### src/rtl/pc_call_sequencer.sv
// Program counter and return-address stack feeding a combinational instruction ROM.
// Optional macro CALL_DEPTH_MON_EN adds oMaxDepth, a high-water mark of the stack depth.
`ifndef JMP
`define JMP  4'hA
`endif
`ifndef CALL
`define CALL 4'hB
`endif
`ifndef RET
`define RET  4'hC
`endif

module pc_call_sequencer #(
    parameter int          DEPTH    = 8,
    parameter logic [15:0] RESET_PC = 16'd0
) (
    input  logic                           Clock,
    input  logic                           Reset,
    input  logic [27:0]                    iInstruction,
    input  logic                           iBranchTaken,
    input  logic                           iStall,
    output logic [15:0]                    oAddress,
    output logic [$clog2(DEPTH+1)-1:0]     oStackDepth,
`ifdef CALL_DEPTH_MON_EN
    output logic [$clog2(DEPTH+1)-1:0]     oMaxDepth,
`endif
    output logic                           oStackError
);

    localparam int DW = $clog2(DEPTH + 1);
    localparam int AW = $clog2(DEPTH);

    logic [15:0]   pc_q, pc_d;
    logic [DW-1:0] depth_q, depth_d;
    logic          err_q, err_d;
    logic [15:0]   stack_q [DEPTH];

    logic [3:0]    opcode;
    logic [15:0]   target;
    logic [15:0]   pc_inc;
    logic [AW-1:0] top_idx;
    logic [AW-1:0] push_idx;
    logic          push_en;
    logic          unused_operands;

    assign opcode          = iInstruction[27:24];
    assign target          = {8'h00, iInstruction[23:16]};
    assign pc_inc          = pc_q + 16'd1;
    assign top_idx         = AW'(depth_q - DW'(1));
    assign push_idx        = AW'(depth_q);
    assign unused_operands = ^iInstruction[15:0];

    always_comb begin
        pc_d    = pc_q;
        depth_d = depth_q;
        err_d   = err_q;
        push_en = 1'b0;
        if (!iStall) begin
            if (opcode == `RET) begin
                if (depth_q == '0) begin
                    pc_d  = RESET_PC;
                    err_d = 1'b1;
                end else begin
                    pc_d    = stack_q[top_idx];
                    depth_d = depth_q - DW'(1);
                end
            end else if (opcode == `CALL) begin
                pc_d = target;
                // A full stack still takes the jump; only the return address is lost.
                if (depth_q == DW'(DEPTH)) begin
                    err_d = 1'b1;
                end else begin
                    push_en = 1'b1;
                    depth_d = depth_q + DW'(1);
                end
            end else if (opcode == `JMP || iBranchTaken) begin
                pc_d = target;
            end else begin
                pc_d = pc_inc;
            end
        end
    end

    always_ff @(posedge Clock or posedge Reset) begin
        if (Reset) begin
            pc_q    <= RESET_PC;
            depth_q <= '0;
            err_q   <= 1'b0;
        end else begin
            pc_q    <= pc_d;
            depth_q <= depth_d;
            err_q   <= err_d;
        end
    end

    // Stack storage carries no reset; entries above depth are never read.
    always_ff @(posedge Clock) begin
        if (push_en) begin
            stack_q[push_idx] <= pc_inc;
        end
    end

`ifdef CALL_DEPTH_MON_EN
    logic [DW-1:0] max_q, max_d;

    always_comb begin
        max_d = max_q;
        if (depth_d > max_q) begin
            max_d = depth_d;
        end
    end

    always_ff @(posedge Clock or posedge Reset) begin
        if (Reset) begin
            max_q <= '0;
        end else begin
            max_q <= max_d;
        end
    end

    assign oMaxDepth = max_q;
`endif

    assign oAddress    = pc_q;
    assign oStackDepth = depth_q;
    assign oStackError = err_q;

endmodule
### config.mk
export PLATFORM = sky130hd
export DESIGN_NAME = pc_call_sequencer
export DESIGN_NICKNAME = d
export VERILOG_FILES = /design/src/rtl/pc_call_sequencer.sv
export SDC_FILE = /design/constraint.sdc
export NUM_CORES = 1
export LEC_CHECK = 0
export ABC_AREA = 1
export CAP_MARGIN = 20
export CORE_MARGIN = 2
export CORE_UTILIZATION = 55
export CTS_CLUSTER_DIAMETER = 80
export DETAILED_ROUTE_END_ITERATION = 8
export PLACE_DENSITY_LB_ADDON = 0.05
export SYNTH_ARGS = -nofsm -noshare
export SYNTH_HDL_FRONTEND = slang
export SYNTH_SLANG_ARGS = --single-unit
### constraint.sdc
create_clock -name Clock -period 3.65 [get_ports Clock]
set_input_delay 0.365 -clock Clock [delete_from_list [all_inputs] [get_ports Clock]]
set_output_delay 0.365 -clock Clock [all_outputs]
set_load 0.01 [all_outputs]
==> summary.txt, run 1 <==
Setup path
  • Crit path top cell by count: nand2_1
  • Critical path class: flip-flop to flip-flop
  • Reg-to-Reg Start: oStackDepth[1]$_DFFE_PP0P_
  • CP endpoint kind: flip-flop
  • Slowest stage cell, crit path: xnor2_4
  • Worst reg2reg path depth: 9
  • RR Endpoint: oAddress[11]$_DFFE_PP0N_
  • Crit-path cells: inv_1 -> ha_1 -> xnor2_4 -> inv_4 -> nand3_1 -> nand3_1 -> nand2_1 -> nand2_1 -> nand2_1
  • R2R Setup Slk: 1190 ps
  • Worst path buffer plus inverter count: 2
  • Top Family by Delay on Critical Path: simple AND/OR/NAND/NOR gates
  • CP Max Fanout: 19
  • Critical Path Max Stage Delay: 610 ps
  • CP arrival: 2820 ps
  • Critical Path RT: 4010 ps
  • CP startpoint kind: flip-flop

Timing
  • Fin. max-slew vios: 0
  • Clock Skews: 7.061 ps
  • Fmax: 0.4068 GHz
  • Setup_tns: 0 ps
  • Hold Fails Final Rpt: 0
  • Final setup viols: 0
  • RSZ-0062 raised after global routing: false
  • Crit path time final: 2458 ps
  • Crit share post-route: 0.6735
  • Final worst slack: 1192 ps
  • Relative slew slack: 0.4217
  • Measured slew at the worst slew-check pin: 866.5 ps

Clock tree
  • H-tree levels: 4
  • CTS tree: built
  • Clk sink count: 149
  • Clk buf depth: 2
  • Hold Buf Count CTS: 0
  • Num CTS Buffers: 17
  • Root Driver: clkbuf_16
  • Worst-path clk slew: 60 ps
  • Post-cts sizing count: 0
  • Post-CTS Setup Inserts: 0
  • Clock insertion delay at the later pin of the skew report: 420 ps

Global route
  • Initial antenna violation count: 0
  • Pin count of the biggest net entering global routing: 69
  • Vias in the first global route: 4,415
  • Grt ovf: 0
  • First-pass GRT wire length: 24,620 microns
  • Gr usage total: 0.2565

Synthesis
  • EDFF count, synth: 128
  • Post-synth ARST share: 0.1409
  • Top-area cell type share of the netlist area: 0.5674
  • Post-synthesis net count: 699
  • Post-Syn Area: 6774 sq um
  • Dominant synthesized flop cell: edfxtp_1
  • Main area contributors after synthesis: edfxtp_1 57%, nor2_1 8.9%, dfrtp_1 7.8%
  • Avg Cell Area, Syn: 10.20 sq um
  • Post-Synthesis Cells: 664
  • Yosys cell types: 39
  • Yosys reg bits: 149
  • Register area share after synthesis: 0.6450
  • Yosys warns: 0
  • Area leader, netlist: edfxtp_1

Finish
  • Number of fillers in the final layout: 964
  • Layout area overhead: 14.81%
  • Fraction of layout cells with a size suffix above 1: 0.09244
  • Most frequent cells in the layout: 160 x nor2_1, 128 x edfxtp_1, 115 x nand2_1
  • Finished Core Util: 0.6475
  • Number of diodes: 0
  • Final nets: 738
  • Most common cell after layout, fill and taps aside: nor2_1

Drt
  • DRC Markers: 0
  • TritonRoute pass-1 iters: 5
  • Routed vias: 4,763
  • Routed vias/inst: 5.532
  • Routed Antenna Nets: 0
  • Detailed Route WL: 15,630 microns
  • Mean routed wirelength per cell: 18.15 microns
  • Iter 0 DRT Violations: 478

Place
  • Port buffer count: 36
  • Pre-CTS setup slack: 1216 ps
  • GPL Wtd Cong: 0.8123
  • Final HPWL DP: 9301 microns

Floorplan
  • Ports: 53
  • Die area: 13,220 sq um
  • Core area: 12,010 sq um
  • Die span in y: 115.0 microns
  • Std-Cell Rows: 40
  • Initial Utilization: 0.5640
  • Die Span X: 115.0 microns

Pwr
  • VDD IR max: 602.4 uV
  • Leak Pwr: 2.890 nW
  • Pwr dens: 766.1 nW/um^2

Run status
  • Outcome: complete, no violations

Min path
  • HP Class: primary input to async pin

Run
  • Number of max-cap violations: 0
[stage by stage]
step / hold WS [ps] / area (sq um) / power, mW / cells
2_1_floorplan: 341.5 / 6774 / 3.805 / 664
3_3_place_gp: 458.3 / 7233 / 4.293 / 831
6_report: 423.5 / 7777 / 5.959 / 861
4_1_cts: 442.5 / 7777 / 5.984 / 861
5_1_grt: 494.8 / 7777 / 6.340 / 861
3_5_place_dp: 459.3 / 7233 / 4.358 / 831
[how the worst max path moves through the flow]
stage                                     from                  endpoint  slack [ps]  cells past startpoint
floorplan           oStackDepth[0]$_DFFE_PP0P_   stack_q[1][0]$_DFFE_PP_         440                      9
global placement    oStackDepth[1]$_DFFE_PP0P_   oAddress[9]$_DFFE_PP0N_        1250                      9
detailed placement  oStackDepth[1]$_DFFE_PP0P_   oAddress[9]$_DFFE_PP0N_        1220                      9
CTS                 oStackDepth[1]$_DFFE_PP0P_   oAddress[9]$_DFFE_PP0N_        1190                      9
global route        oStackDepth[1]$_DFFE_PP0P_  oAddress[11]$_DFFE_PP0N_        1000                      9
finish              oStackDepth[1]$_DFFE_PP0P_  oAddress[11]$_DFFE_PP0N_        1190                      9
[cells in the mapped netlist, types with 4 or more instances]
| master | n |
|---|---|
| buf_2 | 8 |
| buf_4 | 6 |
| buf_6 | 5 |
| clkbuf_1 | 5 |
| dfrtp_1 | 21 |
| edfxtp_1 | 128 |
| inv_1 | 26 |
| inv_2 | 5 |
| nand2_1 | 115 |
| nand3_1 | 57 |
| nand4_1 | 4 |
| nor2_1 | 160 |
| nor3_1 | 5 |
| o21ai_0 | 58 |
| o21ai_1 | 20 |
[report_power, final]
part	total [mW]	switching [mW]	leakage (nW)	internal (mW)
clock network	1.63	0.647	0.254	0.983
logic	2.22	1.47	1.21	0.745
registers	2.11	0.101	1.43	2.01
[sequential cells by signal, indices dropped and copies added, names as in the netlist]
| name | flops |
|---|---|
| oAddress | 16 |
| oStackDepth | 4 |
| oStackError | 1 |
| stack_q | 128 |
[cell type report]
class / instances / area (sq um) / share of cell area
clock inverter: 12 / 115.1 / 0.01480
tap: 147 / 183.9 / 0.02365
timing repair buffer: 48 / 450.4 / 0.05792
inverter: 34 / 131.4 / 0.01689
multi-input combinational: 453 / 2097 / 0.2696
clock buffer: 18 / 429.2 / 0.05518
sequential: 149 / 4370 / 0.5619
[kinds of logic after synthesis]
logic type | after synthesis | share of synthesized area
compound gates | 89 | 0.07222
xor+xnor | 7 | 0.01182
buf+inv | 62 | 0.04839
flops | 149 | 0.6450
simple gates | 354 | 0.2170
fa+ha+maj | 3 | 0.005542
[layer usage]
metal  part of all wire  GRT usage
met1               0.47     0.3740
met2               0.46     0.3906
met3              0.055    0.05430
met4              0.016    0.08112
met5                  0          0
Note: power is estimated with default switching activity, not from simulation.
==> run 2, diff against run 1 <==
--- a/config.mk
+++ b/config.mk
@@ -8,7 +8,7 @@
 export ABC_AREA = 1
 export CAP_MARGIN = 20
 export CORE_MARGIN = 2
-export CORE_UTILIZATION = 55
+export CORE_UTILIZATION = 53
 export CTS_CLUSTER_DIAMETER = 80
 export DETAILED_ROUTE_END_ITERATION = 8
 export PLACE_DENSITY_LB_ADDON = 0.05
==> constraint.sdc (replaced) <==
create_clock -name Clock -period 2.15 [get_ports Clock]
set_input_delay 0.215 -clock Clock [delete_from_list [all_inputs] [get_ports Clock]]
set_output_delay 0.215 -clock Clock [all_outputs]
set_load 0.01 [all_outputs]
==> run 2 against run 1 <==
Compared with the run above: largest cell class unchanged; cell count is 4.3% higher; sequential share of layout area is 2.5 points lower; core utilization hardly changed; maximum frequency is 23% higher; clock power is 74% higher.
==> summary.txt, run 2 (synthesized netlist as in run 1, its figures left out) <==
Clock tree
  • Root Driver: clkbuf_16
  • Clk sink count: 149 (unchanged)
  • Clk buf depth: 2 (unchanged)
  • Hold Buf Count CTS: 0 (unchanged)
  • Post-cts sizing count: 0 (unchanged)
  • CTS tree: built
  • Num CTS Buffers: 17 (unchanged)
  • H-tree levels: 4 (unchanged)
  • Worst-path clk slew: 60 ps (about the same)
  • Clock insertion delay at the later pin of the skew report: 420 ps (about the same)
  • Post-CTS Setup Inserts: 0 (unchanged)

Timing
  • Crit share post-route: 0.9286 (+0.2551)
  • Hold Slack: 285.7 ps (-137.8 ps)
  • Final setup viols: 0 (unchanged)
  • Fmax: 0.5009 GHz (+23%)
  • Measured slew at the worst slew-check pin: 942.1 ps (+75.60 ps)
  • Relative slew slack: 0.3674 (-0.05427)
  • Hold Fails Final Rpt: 0 (unchanged)
  • Clock Skews: 7.390 ps (+0.3295 ps)
  • Fin. max-slew vios: 0 (unchanged)
  • Crit path time final: 1996 ps (-461.9 ps)
  • RSZ-0062 raised after global routing: false

Setup path
  • Worst path buffer plus inverter count: 3 (+1)
  • RR Endpoint: stack_q[1][2]$_DFFE_PP_
  • Critical Path Max Stage Delay: 460 ps (-150 ps)
  • R2R Setup Slk: 150 ps (-1040 ps)
  • Critical path class: flip-flop to flip-flop
  • Top Family by Delay on Critical Path: simple AND/OR/NAND/NOR gates
  • Crit-path cells: inv_2 -> ha_4 -> nand3_2 -> inv_2 -> nor3_4 -> nand2_2 -> nor3_4 -> buf_12
  • CP arrival: 2130 ps (-690 ps)
  • Slowest stage cell, crit path: dfrtp_1
  • Worst reg2reg path depth: 8 (-1)
  • Critical Path RT: 2280 ps (-1730 ps)
  • CP endpoint kind: flip-flop
  • CP startpoint kind: flip-flop
  • Reg-to-Reg Start: oStackDepth[1]$_DFFE_PP0P_
  • CP Max Fanout: 16 (-3)

Global route
  • Gr usage total: 0.2487 (-0.007785)
  • Pin count of the biggest net entering global routing: 69 (unchanged)
  • Grt ovf: 0 (unchanged)
  • Initial antenna violation count: 0 (unchanged)
  • First-pass GRT wire length: 24,560 microns (-0.22%)
  • Vias in the first global route: 4,672 (+5.8%)

Pwr
  • Overall power: 10.58 mW (+77%)
  • Leak Pwr: 3.017 nW (+4.4%)
  • VDD IR max: 881.9 uV (+46%)
  • Pwr dens: 1299 nW/um^2 (+69%)

Floorplan
  • Ports: 53 (unchanged)
  • Die span in y: 117.1 microns (+1.8%)
  • Core area: 12,570 sq um (+4.6%)
  • Initial Utilization: 0.5390 (-0.02498)
  • Die area: 13,700 sq um (+3.6%)
  • Die Span X: 117.1 microns (+1.8%)
  • Std-Cell Rows: 41 (+2.5%)

Finish
  • Layout area overhead: 20.23%
  • Most common cell after layout, fill and taps aside: nor2_1
  • Fraction of layout cells with a size suffix above 1: 0.1267 (+0.03428)
  • Largest Register: stack_q
  • Final nets: 748 (+1.4%)
  • Number of diodes: 0 (unchanged)
  • Most frequent cells in the layout: 156 x nor2_1, 128 x edfxtp_1, 113 x nand2_1
  • Max FFs per register: 128 (unchanged)

Drt
  • Routed vias: 4,891 (+2.7%)
  • Routed Antenna Nets: 0 (unchanged)
  • Mean routed wirelength per cell: 17.81 microns (-1.9%)
  • DRC Markers: 0 (unchanged)
  • Routed vias/inst: 5.447 (-1.5%)
  • TritonRoute pass-1 iters: 5 (unchanged)
  • Iter 0 DRT Violations: 444 (-7.1%)
  • Detailed Route WL: 15,990 microns (+2.3%)

Run
  • Number of max-cap violations: 0 (unchanged)

Place
  • Final HPWL DP: 10,030 microns (+7.8%)
  • GPL Wtd Cong: 0.8278 (+1.9%)
  • Port buffer count: 36 (unchanged)

Run status
  • Outcome: complete, no violations

Min path
  • HP Class: primary input to async pin
## run 2: stage by stage
| stage | std cells | setup slack, ps | setup TNS, ps | utilization | area (sq um) |
|---|---|---|---|---|---|
| after floorplan | 664 | -52.43 | -1860 | - | 6884 |
| after global placement | 866 | 98.39 | 0 | 0.6022 | 7569 |
| after detailed placement | 866 | 11.92 | 0 | 0.6022 | 7569 |
| after CTS | 898 | 143.1 | 0 | 0.6480 | 8144 |
| after global routing | 898 | 13.43 | 0 | 0.6480 | 8144 |
| final | 898 | 153.5 | 0 | 0.6480 | 8144 |
## run 2: metal layers
metal / share of wire / up-vias / wire (microns) / track usage
li1: - / 2361 / - / -
met1: 0.45 / 2333 / 7251 / 0.3465
met2: 0.47 / 165 / 7510 / 0.3896
met3: 0.054 / 32 / 865 / 0.04737
met4: 0.023 / 0 / 364 / 0.09961
met5: 0 / - / 0 / 0
## run 2: power breakdown
part           total, mW  switching [mW]  leakage, nW  internal, mW
registers           3.57           0.162         1.43          3.41
logic               4.17            2.63         1.30          1.54
clock network       2.84            1.10        0.282          1.74
total               10.6            3.89         3.02          6.68
## run 2: layout make-up
| cell class | instances | area [sq um] |
|---|---|---|
| Fill cell | 999 | 4424 |
| Sequential cell | 149 | 4370 |
| Multi-Input combinational cell | 453 | 2176 |
| Timing Repair Buffer | 58 | 675.6 |
| Clock buffer | 24 | 501.7 |
| Tap cell | 172 | 215.2 |
| Inverter | 34 | 131.4 |
| Clock inverter | 8 | 73.82 |
## run 2: worst register-to-register path: cells and delay by family (launching register included)
family,cells,cell delay [ps]
flip-flops,1,460
AND/OR/NAND/NOR,4,720
adder cells (fa/ha/maj),1,200
buffers and inverters,3,330
## run 2: how the worst max path moves through the flow
stage,start,endpoint,slack [ps],cells after the start
floorplan,oStackDepth[0]$_DFFE_PP0P_,stack_q[6][0]$_DFFE_PP_,-50,9
global placement,iInstruction[24],stack_q[6][9]$_DFFE_PP_,100,6
finish,oStackDepth[1]$_DFFE_PP0P_,stack_q[1][2]$_DFFE_PP_,150,8
detailed placement,iInstruction[24],stack_q[6][9]$_DFFE_PP_,10,6
CTS,oStackDepth[1]$_DFFE_PP0P_,stack_q[1][12]$_DFFE_PP_,140,8
global route,oAddress[0]$_DFFE_PP0N_,oAddress[10]$_DFFE_PP0N_,10,10
==> run 3, diff against run 2 <==
--- a/config.mk
+++ b/config.mk
@@ -7,8 +7,7 @@
 export LEC_CHECK = 0
 export ABC_AREA = 1
 export CAP_MARGIN = 20
-export CORE_MARGIN = 2
-export CORE_UTILIZATION = 53
+export CORE_UTILIZATION = 33
 export CTS_CLUSTER_DIAMETER = 80
 export DETAILED_ROUTE_END_ITERATION = 8
 export PLACE_DENSITY_LB_ADDON = 0.05
==> run 3 against run 2 <==
Compared with the run above: critical path depth shrank 6; first-iteration DRC count fell by 55%; clock-buffer cell count down 7; critical path type is now flip-flop to output port.
==> summary.txt, run 3 (synthesized netlist as in run 1, its figures left out) <==
Finish
  • Most common cell after layout, fill and taps aside: nor2_1
  • Max FFs per register: 128 (unchanged)
  • Number of diodes: 0 (unchanged)
  • Fraction of layout cells with a size suffix above 1: 0.1378 (+0.01107)
  • Most frequent cells in the layout: 156 x nor2_1, 128 x edfxtp_1, 113 x nand2_1
  • Finished Core Util: 0.4128 (-0.2352)
  • Layout area overhead: 22.90%
  • Final nets: 755 (+0.94%)
  • Largest Register: stack_q
  • Number of fillers in the final layout: 1,983 (+98%)

Pwr
  • P_sw: 4.104 mW (+5.5%)
  • Overall power: 10.80 mW (+2.1%)
  • Clk pwr share: 0.269 (about the same)
  • Switching share of total power: 0.3800 (+0.01198)
  • Pwr dens: 1297 nW/um^2 (about the same)
  • VDD IR max: 619.4 uV (-30%)
  • Leak Pwr: 3.052 nW (+1.2%)
  • Logic pwr share: 0.401 (+0.007)
  • Cell-internal power: 6.697 mW (+0.20%)
  • Reg power frac: 0.330 (-0.008)

Floorplan
  • Ports: 53 (unchanged)
  • Die span in y: 145.3 microns (+24%)
  • Die area: 21,100 sq um (+54%)
  • Die Span X: 145.3 microns (+24%)
  • Core area: 20,170 sq um (+60%)
  • Std-Cell Rows: 52 (+27%)
  • Initial Utilization: 0.3359 (-0.2031)

Timing
  • Final worst slack: 194.1 ps (+40.59 ps)
  • Clock Skews: 7.139 ps (-0.2514 ps)
  • Hold Fails Final Rpt: 0 (unchanged)
  • Final setup viols: 0 (unchanged)
  • Fmax: 0.5113 GHz (+2.1%)
  • Relative slew slack: 0.4081 (+0.04072)
  • RSZ-0062 raised after global routing: false
  • Crit path time final: 1956 ps (-40.59 ps)
  • Crit share post-route: 0.9097 (-0.01888)
  • Measured slew at the worst slew-check pin: 881.5 ps (-60.64 ps)
  • Fin. max-slew vios: 0 (unchanged)

Setup path
  • CP endpoint kind: output port
  • Critical Path RT: 1930 ps (-350 ps)
  • CP startpoint kind: flip-flop
  • CP Max Fanout: 68 (+52)
  • Critical path class: flip-flop to output port
  • CP arrival: 1740 ps (-390 ps)

Clock tree
  • Clk sink count: 149 (unchanged)
  • Hold Buf Count CTS: 0 (unchanged)
  • Post-cts sizing count: 0 (unchanged)
  • H-tree levels: 4 (unchanged)
  • Clk buf depth: 2 (unchanged)
  • Clock insertion delay at the later pin of the skew report: 420 ps (about the same)
  • Root Driver: clkbuf_16
  • Num CTS Buffers: 17 (unchanged)
  • Worst-path clk slew: 60 ps (about the same)
  • CTS tree: built
  • Post-CTS Setup Inserts: 0 (unchanged)

Drt
  • Detailed Route WL: 17,810 microns (+11%)
  • Routed Antenna Nets: 0 (unchanged)
  • DRC Markers: 0 (unchanged)
  • Routed vias: 4,783 (-2.2%)
  • Mean routed wirelength per cell: 17.75 microns (-0.31%)
  • Iter 0 DRT Violations: 202 (-55%)
  • TritonRoute pass-1 iters: 5 (unchanged)
  • Routed vias/inst: 4.769 (-12%)

Global route
  • Gr usage total: 0.1768 (-0.07194)
  • Initial antenna violation count: 0 (unchanged)
  • Grt ovf: 0 (unchanged)
  • First-pass GRT wire length: 27,580 microns (+12%)
  • Vias in the first global route: 4,673 (+0.021%)
  • Pin count of the biggest net entering global routing: 69 (unchanged)

Place
  • Pre-CTS setup slack: -7.877 ps (-19.80 ps)
  • Port buffer count: 36 (unchanged)
  • Final HPWL DP: 11,180 microns (+11%)
  • GPL Wtd Cong: 0.7694 (-7.1%)

Min path
  • HP Class: primary input to async pin

Run status
  • Outcome: complete, no violations

Run
  • Number of max-cap violations: 0 (unchanged)
[run 3: cell count changes in the layout (fill, tap and decap cells not counted), sizes merged]
cell and change:
clkbuf -7, inv +3, buf +7, bufinv +1, clkinv +3
[run 3: layout make-up]
type	instances	area (sq um)	area share
clock inverter	15	156.4	0.01879
multi-input combinational	453	2176	0.2613
clock buffer	17	425.4	0.05110
inverter	34	131.4	0.01578
sequential	149	4370	0.5249
timing repair buffer	65	728.2	0.08747
tap	270	337.8	0.04058
[run 3: per-stage QoR]
stage | hold WS (ps) | TNS [ps] | instances | area, sq um
2_1_floorplan | 191.5 | -1860 | 664 | 6884
3_3_place_gp | 462.0 | 0 | 971 | 7744
3_5_place_dp | 478.3 | -102.5 | 971 | 7744
4_1_cts | 146.8 | 0 | 1003 | 8325
5_1_grt | 172.3 | 0 | 1003 | 8325
6_report | 145.2 | 0 | 1003 | 8325
[run 3: critical path, cell delays in order, from the launching register on]
cell,delay [ps]
dfrtp_2,390
buf_12,300
clkdlybuf4s50_1,610
[run 3: path summary, 6_finish.rpt]
kind                                       startpoint                          to  slack (ps)  depth (start not counted)
min                                             Reset    oAddress[10]$_DFFE_PP0N_         150                          3
max                        oStackDepth[0]$_DFFE_PP0P_              oStackDepth[0]         190                          2
max reg2reg                   oAddress[0]$_DFFE_PP0N_    oAddress[12]$_DFFE_PP0N_         260                         11
min reg2reg                   oStackError$_DFFE_PP0P_     oStackError$_DFFE_PP0P_         490                          1
min in group Clock            oStackError$_DFFE_PP0P_     oStackError$_DFFE_PP0P_         490                          1
max in group asynchronous                       Reset  oStackDepth[0]$_DFFE_PP0P_        1740                          3
[run 3: per-layer routing]
metal  track usage  up-vias  routed length, microns
li1              -     2380                       -
met1        0.2538     2302                    8980
met2        0.2740       91                    8144
met3       0.03208       10                     532
met4       0.04737        0                     149
met5             0        -                       0
[run 3: power by group through the flow]
stage	clock network [mW]	registers [mW]	logic [mW]
2_1_floorplan	0	3.63	2.94
6_report	2.91	3.56	4.33
4_1_cts	2.98	3.56	4.42
3_5_place_dp	0	3.62	4.40
3_3_place_gp	0	3.62	4.38
5_1_grt	3.10	3.58	4.89
